$ cat config.mk
export PLATFORM = sky130hd
export DESIGN_NAME = line_div_seq_flat
export DESIGN_NICKNAME = d
export VERILOG_FILES = /design/src/rtl/line_div_seq_if.sv /design/src/rtl/line_div_seq.sv /design/src/flat_wrapper.sv
export SDC_FILE = /design/constraint.sdc
export NUM_CORES = 1
export LEC_CHECK = 0
export CAP_MARGIN = 30
export CORE_UTILIZATION = 40
export CTS_CLUSTER_DIAMETER = 200
export CTS_CLUSTER_SIZE = 16
export DETAILED_ROUTE_END_ITERATION = 10
export PLACE_DENSITY = 0.76
export SETUP_SLACK_MARGIN = 0.1
export SLEW_MARGIN = 10
export SYNTH_ARGS = -nofsm -noshare
export SYNTH_HDL_FRONTEND = slang
export SYNTH_SLANG_ARGS = --single-unit
$ cat constraint.sdc
create_clock -name clk -period 2.5 [get_ports clk]
set_input_delay 0.5 -clock clk [delete_from_list [all_inputs] [get_ports clk]]
set_output_delay 0.5 -clock clk [all_outputs]
set_load 0.05 [all_outputs]
$ cat src/rtl/line_div_seq_if.sv
`default_nettype none
// ----------------------------------------------------------------------------
// line_div_seq_if: operand, divider-controller and result streams of line_div_seq
// Rev 1.0
// ----------------------------------------------------------------------------
interface line_div_seq_if #(
  parameter int DW = 16,
  parameter int QW = 8
);
  logic          in_valid;
  logic          in_ready;
  logic [DW-1:0] in_num;
  logic [QW-1:0] in_den;
  logic          div_start;
  logic [DW-1:0] div_num;
  logic [QW-1:0] div_den;
  logic          div_done;
  logic [QW-1:0] div_quot;
  logic          out_valid;
  logic          out_ready;
  logic [QW-1:0] out_quot;
  logic          out_sat;
  logic          out_eol;
  logic          err_timeout;

  modport master (
    input  in_valid, in_num, in_den, div_done, div_quot, out_ready,
    output in_ready, div_start, div_num, div_den, out_valid, out_quot,
           out_sat, out_eol, err_timeout
  );

  modport slave (
    output in_valid, in_num, in_den, div_done, div_quot, out_ready,
    input  in_ready, div_start, div_num, div_den, out_valid, out_quot,
           out_sat, out_eol, err_timeout
  );
endinterface
`default_nettype wire

$ cat src/rtl/line_div_seq.sv
`default_nettype none
// ----------------------------------------------------------------------------
// line_div_seq: operand sequencer and saturating result FIFO for the line divider
// Rev 1.0
// ----------------------------------------------------------------------------
module line_div_seq #(
  parameter int DW       = 16,
  parameter int QW       = 8,
  parameter int DEPTH    = 4,
  parameter int LINE_LEN = 640,
  parameter int TIMEOUT  = 32
) (
  input  wire logic      clk,
  input  wire logic      rst_n,
  line_div_seq_if.master bus
);
  localparam int AW = $clog2(DEPTH);
  localparam int TW = $clog2(TIMEOUT);
  localparam int LW = (LINE_LEN > 1) ? $clog2(LINE_LEN) : 1;
  localparam logic [AW:0]   C_DEPTH     = (AW+1)'(DEPTH);
  localparam logic [TW-1:0] C_TMO_LAST  = TW'(TIMEOUT - 1);
  localparam logic [LW-1:0] C_LINE_LAST = LW'(LINE_LEN - 1);

  typedef enum logic [1:0] {
    IDLE  = 2'd0,
    ISSUE = 2'd1,
    WAIT  = 2'd2,
    ZERO  = 2'd3
  } state_e;

  state_e        state_q, state_d;
  logic [TW-1:0] tcnt_q, tcnt_d;
  logic [DW-1:0] num_q;
  logic [QW-1:0] den_q;
  logic [QW:0]   fifo_q [DEPTH];
  logic [AW-1:0] wr_q, rd_q;
  logic [AW:0]   cnt_q;
  logic [LW-1:0] line_q;
  logic          err_q;

  logic          accept, pop, push, push_sat, set_tmo, start;
  logic [QW-1:0] push_quot;

  // Only one operation is ever in flight, so a slot free at accept time is still free at write time.
  assign accept = (state_q == IDLE) && (cnt_q < C_DEPTH) && bus.in_valid;
  assign pop    = (cnt_q != '0) && bus.out_ready;

  always_comb begin
    state_d   = state_q;
    tcnt_d    = tcnt_q;
    push      = 1'b0;
    push_quot = '1;
    push_sat  = 1'b1;
    set_tmo   = 1'b0;
    start     = 1'b0;
    case (state_q)
      IDLE: begin
        if (accept) state_d = (bus.in_den == '0) ? ZERO : ISSUE;
      end
      ISSUE: begin
        start   = 1'b1;
        tcnt_d  = '0;
        state_d = WAIT;
      end
      WAIT: begin
        tcnt_d = tcnt_q + 1'b1;
        if (bus.div_done) begin
          push      = 1'b1;
          push_quot = bus.div_quot;
          push_sat  = 1'b0;
          state_d   = IDLE;
        end else if (tcnt_q == C_TMO_LAST) begin
          push    = 1'b1;
          set_tmo = 1'b1;
          state_d = IDLE;
        end
      end
      ZERO: begin
        push    = 1'b1;
        state_d = IDLE;
      end
      default: state_d = IDLE;
    endcase
  end

  always_ff @(posedge clk) begin
    if (!rst_n) begin
      state_q <= IDLE;
      tcnt_q  <= '0;
      num_q   <= '0;
      den_q   <= '0;
      wr_q    <= '0;
      rd_q    <= '0;
      cnt_q   <= '0;
      line_q  <= '0;
      err_q   <= 1'b0;
      for (int i = 0; i < DEPTH; i++) fifo_q[i] <= '0;
    end else begin
      state_q <= state_d;
      tcnt_q  <= tcnt_d;
      if (accept) begin
        num_q <= bus.in_num;
        den_q <= bus.in_den;
      end
      if (push) begin
        fifo_q[wr_q] <= {push_sat, push_quot};
        wr_q         <= wr_q + 1'b1;
      end
      if (pop) begin
        rd_q   <= rd_q + 1'b1;
        line_q <= (line_q == C_LINE_LAST) ? '0 : line_q + 1'b1;
      end
      if (push && !pop)      cnt_q <= cnt_q + 1'b1;
      else if (!push && pop) cnt_q <= cnt_q - 1'b1;
      if (set_tmo) err_q <= 1'b1;
    end
  end

  assign bus.in_ready    = (state_q == IDLE) && (cnt_q < C_DEPTH);
  assign bus.div_start   = start;
  assign bus.div_num     = num_q;
  assign bus.div_den     = den_q;
  assign bus.out_valid   = (cnt_q != '0);
  assign bus.out_sat     = fifo_q[rd_q][QW];
  assign bus.out_quot    = fifo_q[rd_q][QW-1:0];
  assign bus.out_eol     = (cnt_q != '0) && (line_q == C_LINE_LAST);
  assign bus.err_timeout = err_q;
endmodule
`default_nettype wire

$ cat src/flat_wrapper.sv
// flat-port wrapper written by rule: the top's interface ports become plain ports
module line_div_seq_flat 
#(
  parameter int DW       = 16,
  parameter int QW       = 8,
  parameter int DEPTH    = 4,
  parameter int LINE_LEN = 640,
  parameter int TIMEOUT  = 32
)
  (clk, rst_n, bus_in_valid, bus_in_num, bus_in_den, bus_div_done, bus_div_quot, bus_out_ready, bus_in_ready, bus_div_start, bus_div_num, bus_div_den, bus_out_valid, bus_out_quot, bus_out_sat, bus_out_eol, bus_err_timeout);
  line_div_seq_if #(.DW(DW), .QW(QW)) bus_i ();
  input  wire logic clk;
  input  wire logic rst_n;
  input wire logic [$bits(bus_i.in_valid)-1:0] bus_in_valid;
  input wire logic [$bits(bus_i.in_num)-1:0] bus_in_num;
  input wire logic [$bits(bus_i.in_den)-1:0] bus_in_den;
  input wire logic [$bits(bus_i.div_done)-1:0] bus_div_done;
  input wire logic [$bits(bus_i.div_quot)-1:0] bus_div_quot;
  input wire logic [$bits(bus_i.out_ready)-1:0] bus_out_ready;
  output wire logic [$bits(bus_i.in_ready)-1:0] bus_in_ready;
  output wire logic [$bits(bus_i.div_start)-1:0] bus_div_start;
  output wire logic [$bits(bus_i.div_num)-1:0] bus_div_num;
  output wire logic [$bits(bus_i.div_den)-1:0] bus_div_den;
  output wire logic [$bits(bus_i.out_valid)-1:0] bus_out_valid;
  output wire logic [$bits(bus_i.out_quot)-1:0] bus_out_quot;
  output wire logic [$bits(bus_i.out_sat)-1:0] bus_out_sat;
  output wire logic [$bits(bus_i.out_eol)-1:0] bus_out_eol;
  output wire logic [$bits(bus_i.err_timeout)-1:0] bus_err_timeout;
  assign bus_i.in_valid = bus_in_valid;
  assign bus_i.in_num = bus_in_num;
  assign bus_i.in_den = bus_in_den;
  assign bus_i.div_done = bus_div_done;
  assign bus_i.div_quot = bus_div_quot;
  assign bus_i.out_ready = bus_out_ready;
  assign bus_in_ready = bus_i.in_ready;
  assign bus_div_start = bus_i.div_start;
  assign bus_div_num = bus_i.div_num;
  assign bus_div_den = bus_i.div_den;
  assign bus_out_valid = bus_i.out_valid;
  assign bus_out_quot = bus_i.out_quot;
  assign bus_out_sat = bus_i.out_sat;
  assign bus_out_eol = bus_i.out_eol;
  assign bus_err_timeout = bus_i.err_timeout;
  line_div_seq #(.DW(DW), .QW(QW), .DEPTH(DEPTH), .LINE_LEN(LINE_LEN), .TIMEOUT(TIMEOUT)) u_core (.clk(clk), .rst_n(rst_n), .bus(bus_i));
endmodule
==> results.py, run 1 <==
metrics = {
    "outcome": {
        "status": "complete, no violations",
    },
    "logic_synthesis": {
        "syn_nets": 400,
        "netlist_area_um2": 3780,
        "syn_area_per_cell_um2": 10.7,
        "syn_inst": 353,
        "yosysWarningCount": 0,
        "yosysSeqAreaShare_pct": 55.6,
        "ys_ff_latch": 87,
        "netlist-cell-type-count": 42,
    },
    "timing": {
        "finClkSkew_ns": 0.00942,
        "period_share_pct": 91.6,
        "hold_violations": 0,
        "slew_violations": 0,
        "finalSetupViolCount": 0,
        "slew-limit-headroom_pct": 65.0,
        "grt_setup_unrepaired": "true",
        "tightest_slew_ns": 0.523,
        "max_clock_freq_ghz": 0.437,
        "worst_slack_ns": 0.210,
        "timing.hold.ws_ns": 0.459,
        "fin_crit_ns": 2.29,
    },
    "setup_path": {
        "cp.arrival_ns": 2.57,
        "cp-end-kind": "register",
        "required_ns": 2.78,
        "reg2reg_slack_ns": 0.21,
        "criticalPathCategory": "register to register",
        "path_max_fanout": 3,
        "cp-start-kind": "register",
        "r2r_cells": 11,
    },
    "cts": {
        "post_cts_buffers": 0,
        "cts_buffers": 9,
        "cts_sinks": 87,
        "worstSkewPairLatency_ns": 0.35,
        "cts_tree": "yes",
        "clk_path_buf_depth": 2,
        "root_buffer": "clkbuf_8",
        "h-tree-depth": 3,
        "postCtsHoldBufs": 0,
        "clk_pin_slew_ns": 0.08,
    },
    "drt": {
        "drtIter0Drc": 115,
        "drt.antenna.violating_nets": 0,
        "detail_route.vias_per_cell": 4.93,
        "wl_um": 7580,
        "wl_per_cell_um": 13.6,
        "vias": 2745,
        "drc_errors": 0,
        "first_pass_iters": 4,
    },
    "global_routing": {
        "first_global_vias": 2783,
        "grt_usage_pct": 16.2,
        "antenna_found_initial": 0,
        "grt_max_degree": 39,
        "grt_pass1_wl_um": 12600,
        "grt.overflow.total": 0,
    },
    "pwr": {
        "power.leakage_uw": 0.00190,
        "p_per_area_nw_per_um2": 975,
        "irDropWorstVdd_mv": 0.510,
    },
    "floorplanning": {
        "start_util_pct": 41.1,
        "io_pins": 75,
        "core-area_um2": 9200,
        "dieArea_um2": 9850,
        "chipHeight_um": 99.2,
        "rows": 35,
        "die-width_um": 99.2,
    },
    "finish": {
        "stdcell_count": 557,
        "syn_to_final_growth_pct": 30.8,
        "nNetsFinal": 488,
        "num_antenna_cells": 0,
        "design_area_um2": 4950,
        "drive_above_1_share_pct": 16.6,
    },
    "flow_run": {
        "drv_cap": 0,
    },
    "worst_hold_path": {
        "hold_depth": 2,
        "hp-class": "register to register",
    },
    "place": {
        "placed_cells": 541,
        "post_dp_cell_area_um2": 4710,
        "hpwl_um": 5300,
        "io_buffers": 74,
        "pre_cts_ws_ns": -0.143,
        "routabilityCongestion": 0.773,
    },
}
## cells by family after synthesis
group | count (synthesis) | share of synthesized area (%)
multiplexers | 12 | 6.15
AO/OA/AOI/OAI | 48 | 9.43
AND/OR/NAND/NOR | 157 | 18.7
XOR/XNOR | 14 | 3.24
buffers and inverters | 25 | 3.34
adder cells (fa/ha/maj) | 10 | 3.51
flip-flops | 87 | 55.6
## registers in the layout, summed over array words and instances, names as in the netlist, 2 cells and up, named ones only
register,flops
u_core.line_q,10
u_core.bus.div_num,16
u_core.wr_q,2
u_core.fifo_q,36
u_core.rd_q,2
u_core.tcnt_q,5
u_core.cnt_q,3
u_core.state_q,2
u_core.bus.div_den,8
## critical path, cell delays in order (launching register included)
cell and delay, ns:
dfxtp_2 0.35, ha_2 0.18, and3_4 0.19, ha_4 0.13, o21a_4 0.12, or2_4 0.12
ha_4 0.13, inv_2 0.04, fa_2 0.37, xor2_1 0.15, or3_1 0.31, a21boi_1 0.12
## metal layers
metal | up-vias | share of wire, % | global-route usage [%]
met5 | - | 0 | 0
met4 | 0 | 1.4 | 4.64
met3 | 9 | 8.1 | 6.75
met2 | 89 | 48 | 28.5
met1 | 1267 | 43 | 18.0
li1 | 1380 | - | -
## what timing repair did
action,in CTS,in global routing
endpoints found under the setup margin,1,4
pin swaps,0,1
cloned,0,0
resized for setup,7,5
## power by group
group          total [µW]  internal [µW]  switching, µW
clock                 961            463            498
sequential           1840           1710            127
combinational        2030            780           1250
## layout make-up
type	instances	area [µm²]
fillers	807	4250
flip-flops and latches	87	2100
multi-input cells	241	1600
repair buffers	94	881
well taps	111	139
clock buffers	9	124
clock inverters	7	70.1
inverters	8	32.5
## synth_stat cells
library cell / number / area (µm²)
o21ai_0: 5 / 25.0
nand4_1: 1 / 6.26
nor4b_1: 1 / 8.76
fa_1: 1 / 20.0
inv_4: 1 / 6.26
mux4_2: 9 / 203
buf_1: 1 / 3.75
buf_2: 6 / 30.0
o21a_1: 2 / 15.0
o21a_4: 1 / 15.0
buf_6: 3 / 33.8
nand4_2: 1 / 12.5
nand2_1: 63 / 236
ha_1: 9 / 113
inv_1: 7 / 26.3
nor2_2: 1 / 6.26
nor3_1: 4 / 20.0
nor2_1: 48 / 180
a21bo_2: 1 / 10.0
and3_1: 2 / 12.5
nor3b_1: 3 / 22.5
nor3_2: 1 / 10.0
nand2b_1: 3 / 18.8
o21ai_2: 1 / 8.76
nor2b_1: 4 / 25.0
a21oi_2: 1 / 8.76
a21boi_0: 27 / 203
mux2i_1: 3 / 30.0
edfxtp_1: 36 / 1080
or2_2: 1 / 6.26
clkbuf_1: 7 / 26.3
and2_1: 9 / 56.3
a21boi_1: 2 / 15.0
xor2_1: 2 / 17.5
a21oi_1: 6 / 30.0
o31a_4: 1 / 17.5
or3_1: 5 / 31.3
xnor2_1: 12 / 105
dfxtp_1: 51 / 1020
nand3_1: 6 / 30.0
nor4_1: 4 / 25.0
a32oi_1: 1 / 8.76
## stage by stage
| stage | TNS [ns] | power (µW) | utilization, % |
|---|---|---|---|
| after global placement | -0.0748 | 3830 | 51.2 |
| after CTS | 0 | 4870 | 53.5 |
| after detailed placement | -0.143 | 3880 | 51.2 |
| after global routing | 0 | 5100 | 53.8 |
| after floorplan | 0 | 3260 | - |
| final | 0 | 4820 | 53.8 |
## worst paths after layout
kind / endpoint / from
setup / recovery: u_core.cnt_q[2] / u_core.tcnt_q[0]
hold / removal: u_core.bus.div_den[6] / u_core.bus.div_den[6]
setup reg to reg: u_core.cnt_q[2] / u_core.tcnt_q[0]
hold reg to reg: u_core.bus.div_den[6] / u_core.bus.div_den[6]
## cell usage in the layout (no fill, tap or decap), types with 3 or more instances in the layout
cell,instances
mux2i_1,3
nand2b_1,3
clkbuf_8,9
a21boi_0,26
nor2_1,48
edfxtp_1,36
mux4_2,9
buf_4,30
nor2b_1,4
xnor2_1,12
inv_1,6
o21ai_0,5
ha_1,6
dfxtp_1,49
or3_1,5
clkdlybuf4s50_1,61
nor3b_1,3
nand3_1,6
nand2_1,63
nor3_1,3
a21boi_1,3
a21oi_1,6
nor4_1,4
and2_1,9
Power figures use the tool's default switching activity.
==> run 2, diff against run 1 <==
--- a/config.mk
+++ b/config.mk
@@ -6,11 +6,12 @@
 export NUM_CORES = 1
 export LEC_CHECK = 0
 export CAP_MARGIN = 30
-export CORE_UTILIZATION = 40
+export CORE_UTILIZATION = 29
 export CTS_CLUSTER_DIAMETER = 200
 export CTS_CLUSTER_SIZE = 16
 export DETAILED_ROUTE_END_ITERATION = 10
-export PLACE_DENSITY = 0.76
+export HOLD_SLACK_MARGIN = 0.02
+export PLACE_DENSITY = 0.61
 export SETUP_SLACK_MARGIN = 0.1
 export SLEW_MARGIN = 10
 export SYNTH_ARGS = -nofsm -noshare
==> run 2 against run 1 <==
  * Wire length grew 4.9%
  * Clock power grew 42%
  * Core utilization down 13 points
  * Non-clock buffer count unchanged
  * Via count down 0.80%
  * Count of clock-buffer cells in the layout did not move
  * Register-to-register slack worse by 0.04 ns
  * Final area increased by 3.4%
  * Critical path type unchanged
  * Critical endpoint unchanged
  * Largest cell class unchanged
==> results.py, run 2 (synthesis gave the netlist of run 1 again) <==
metrics = {
    "finish": {
        "post-route-util_pct": 40.4,
        "multi_input_area_um2": 1590,
        "num_antenna_cells": 0,
        "top_register": "u_core.fifo_q",
        "seq_area_um2": 2100,
        "final_cell_mix": "nand2_1 (63), clkdlybuf4s50_1 (62), dfxtp_1 (49)",
        "stdcell_count": 618,
        "nNetsFinal": 488,
        "design_area_um2": 5110,
        "drive_above_1_share_pct": 16.4,
        "syn_to_final_growth_pct": 35.2,
        "fillers": 1254,
        "largest_reg_flops": 36,
        "final_common_cell": "nand2_1",
    },
    "cts": {
        "cts_buffers": 9,
        "cts_tree": "yes",
        "clk_path_buf_depth": 2,
        "worstSkewPairLatency_ns": 0.34,
        "h-tree-depth": 3,
        "root_buffer": "clkbuf_16",
        "postCtsHoldBufs": 0,
        "cts_sinks": 87,
        "clk_pin_slew_ns": 0.06,
    },
    "drt": {
        "first_pass_iters": 4,
        "vias": 2723,
        "detail_route.vias_per_cell": 4.41,
        "wl_um": 7950,
        "drtIter0Drc": 67,
        "drt.antenna.violating_nets": 0,
        "drc_errors": 0,
        "wl_per_cell_um": 12.9,
    },
    "floorplanning": {
        "dieArea_um2": 13500,
        "io_pins": 75,
        "die-width_um": 116,
        "chipHeight_um": 116,
        "core-area_um2": 12700,
        "rows": 41,
        "start_util_pct": 29.8,
    },
    "timing": {
        "slew_violations": 0,
        "hold_violations": 0,
        "slew-limit-headroom_pct": 64.9,
        "worst_slack_ns": 0.168,
        "fin_crit_ns": 2.33,
        "grt_setup_unrepaired": "true",
        "finalSetupViolCount": 0,
        "finClkSkew_ns": 0.00755,
        "max_clock_freq_ghz": 0.429,
        "period_share_pct": 93.3,
        "tightest_slew_ns": 0.525,
    },
    "place": {
        "io_buffers": 74,
        "placed_cells": 602,
        "hpwl_um": 5550,
        "routabilityCongestion": 0.761,
        "post_dp_cell_area_um2": 4780,
        "pre_cts_ws_ns": -0.169,
    },
    "setup_path": {
        "criticalPathCategory": "register to register",
        "cp.arrival_ns": 2.60,
        "path_max_fanout": 3,
        "cp-end-kind": "register",
        "cp-start-kind": "register",
        "required_ns": 2.77,
    },
    "pwr": {
        "sequentialPowerShare_pct": 35.1,
        "irDropWorstVdd_mv": 0.549,
        "swShare_pct": 37.4,
        "power.internal_uw": 3270,
        "combPwrFrac_pct": 38.8,
        "power.leakage_uw": 0.00194,
        "p_per_area_nw_per_um2": 1020,
        "total_power_uw": 5230,
        "switchingPower_uw": 1950,
        "pwr-share-clk_pct": 26.0,
    },
    "worst_hold_path": {
        "hp-class": "register to register",
    },
    "outcome": {
        "status": "complete, no violations",
    },
    "global_routing": {
        "grt_max_degree": 39,
        "grt_usage_pct": 12.8,
        "first_global_vias": 2838,
        "grt_pass1_wl_um": 13100,
        "grt.overflow.total": 0,
        "antenna_found_initial": 0,
    },
    "flow_run": {
        "drv_cap": 0,
    },
}
## run 2: layout make-up
cell class / instances / area share [%]
Clock buffer: 9 / 4.40
Clock inverter: 7 / 1.52
Inverter: 8 / 0.636
Multi-Input combinational cell: 241 / 31.1
Sequential cell: 87 / 41.2
Tap cell: 172 / 4.21
Timing Repair Buffer: 94 / 16.9
## run 2: critical path: stages, from the launching register on
cell and delay (ns):
dfxtp_2 0.33, ha_1 0.21, and3_4 0.19, ha_4 0.16, o21a_4 0.21, or2_4 0.24
ha_4 0.17, inv_2 0.06, fa_2 0.19, xor2_1 0.07, or3_1 0.30, a21boi_1 0.15
## run 2: metrics by stage
stage / setup TNS (ns) / hold WS (ns)
final: 0 / 0.460
after detailed placement: -0.169 / 0.455
after floorplan: 0 / 0.461
after CTS: 0 / 0.467
after global routing: 0 / 0.488
after global placement: -0.0895 / 0.443
## run 2: path summary, 6_finish.rpt
path	end	depth (start not counted)	startpoint	slack, ns
max	u_core.cnt_q[2]	11	u_core.tcnt_q[0]	0.17
min	u_core.bus.div_num[13]	2	u_core.bus.div_num[13]	0.46
max reg2reg	u_core.cnt_q[2]	11	u_core.tcnt_q[0]	0.17
min reg2reg	u_core.bus.div_num[13]	2	u_core.bus.div_num[13]	0.46
## run 2: metal layers
| layer | up-vias | track usage (%) | share of wire (%) |
|---|---|---|---|
| li1 | 1379 | - | - |
| met1 | 1255 | 14.4 | 44 |
| met2 | 75 | 21.5 | 47 |
| met3 | 14 | 5.45 | 7.1 |
| met4 | 0 | 5.38 | 2.0 |
| met5 | - | 0 | 0 |
## run 2: power groups by stage
stage | logic, µW | registers, µW | clock network (µW)
5_1_grt | 2200 | 1860 | 1450
3_3_place_gp | 1990 | 1860 | 0
2_1_floorplan | 1130 | 2130 | 0
4_1_cts | 2050 | 1840 | 1400
6_report | 2030 | 1840 | 1360
3_5_place_dp | 2020 | 1870 | 0
## run 2: what timing repair did
| action | 4_1_cts | 5_1_grt |
|---|---|---|
| gates resized for setup | 6 | 4 |
| setup buffers | 0 | 0 |
| setup endpoints to repair | 1 | 2 |
| pin swaps | 1 | 1 |
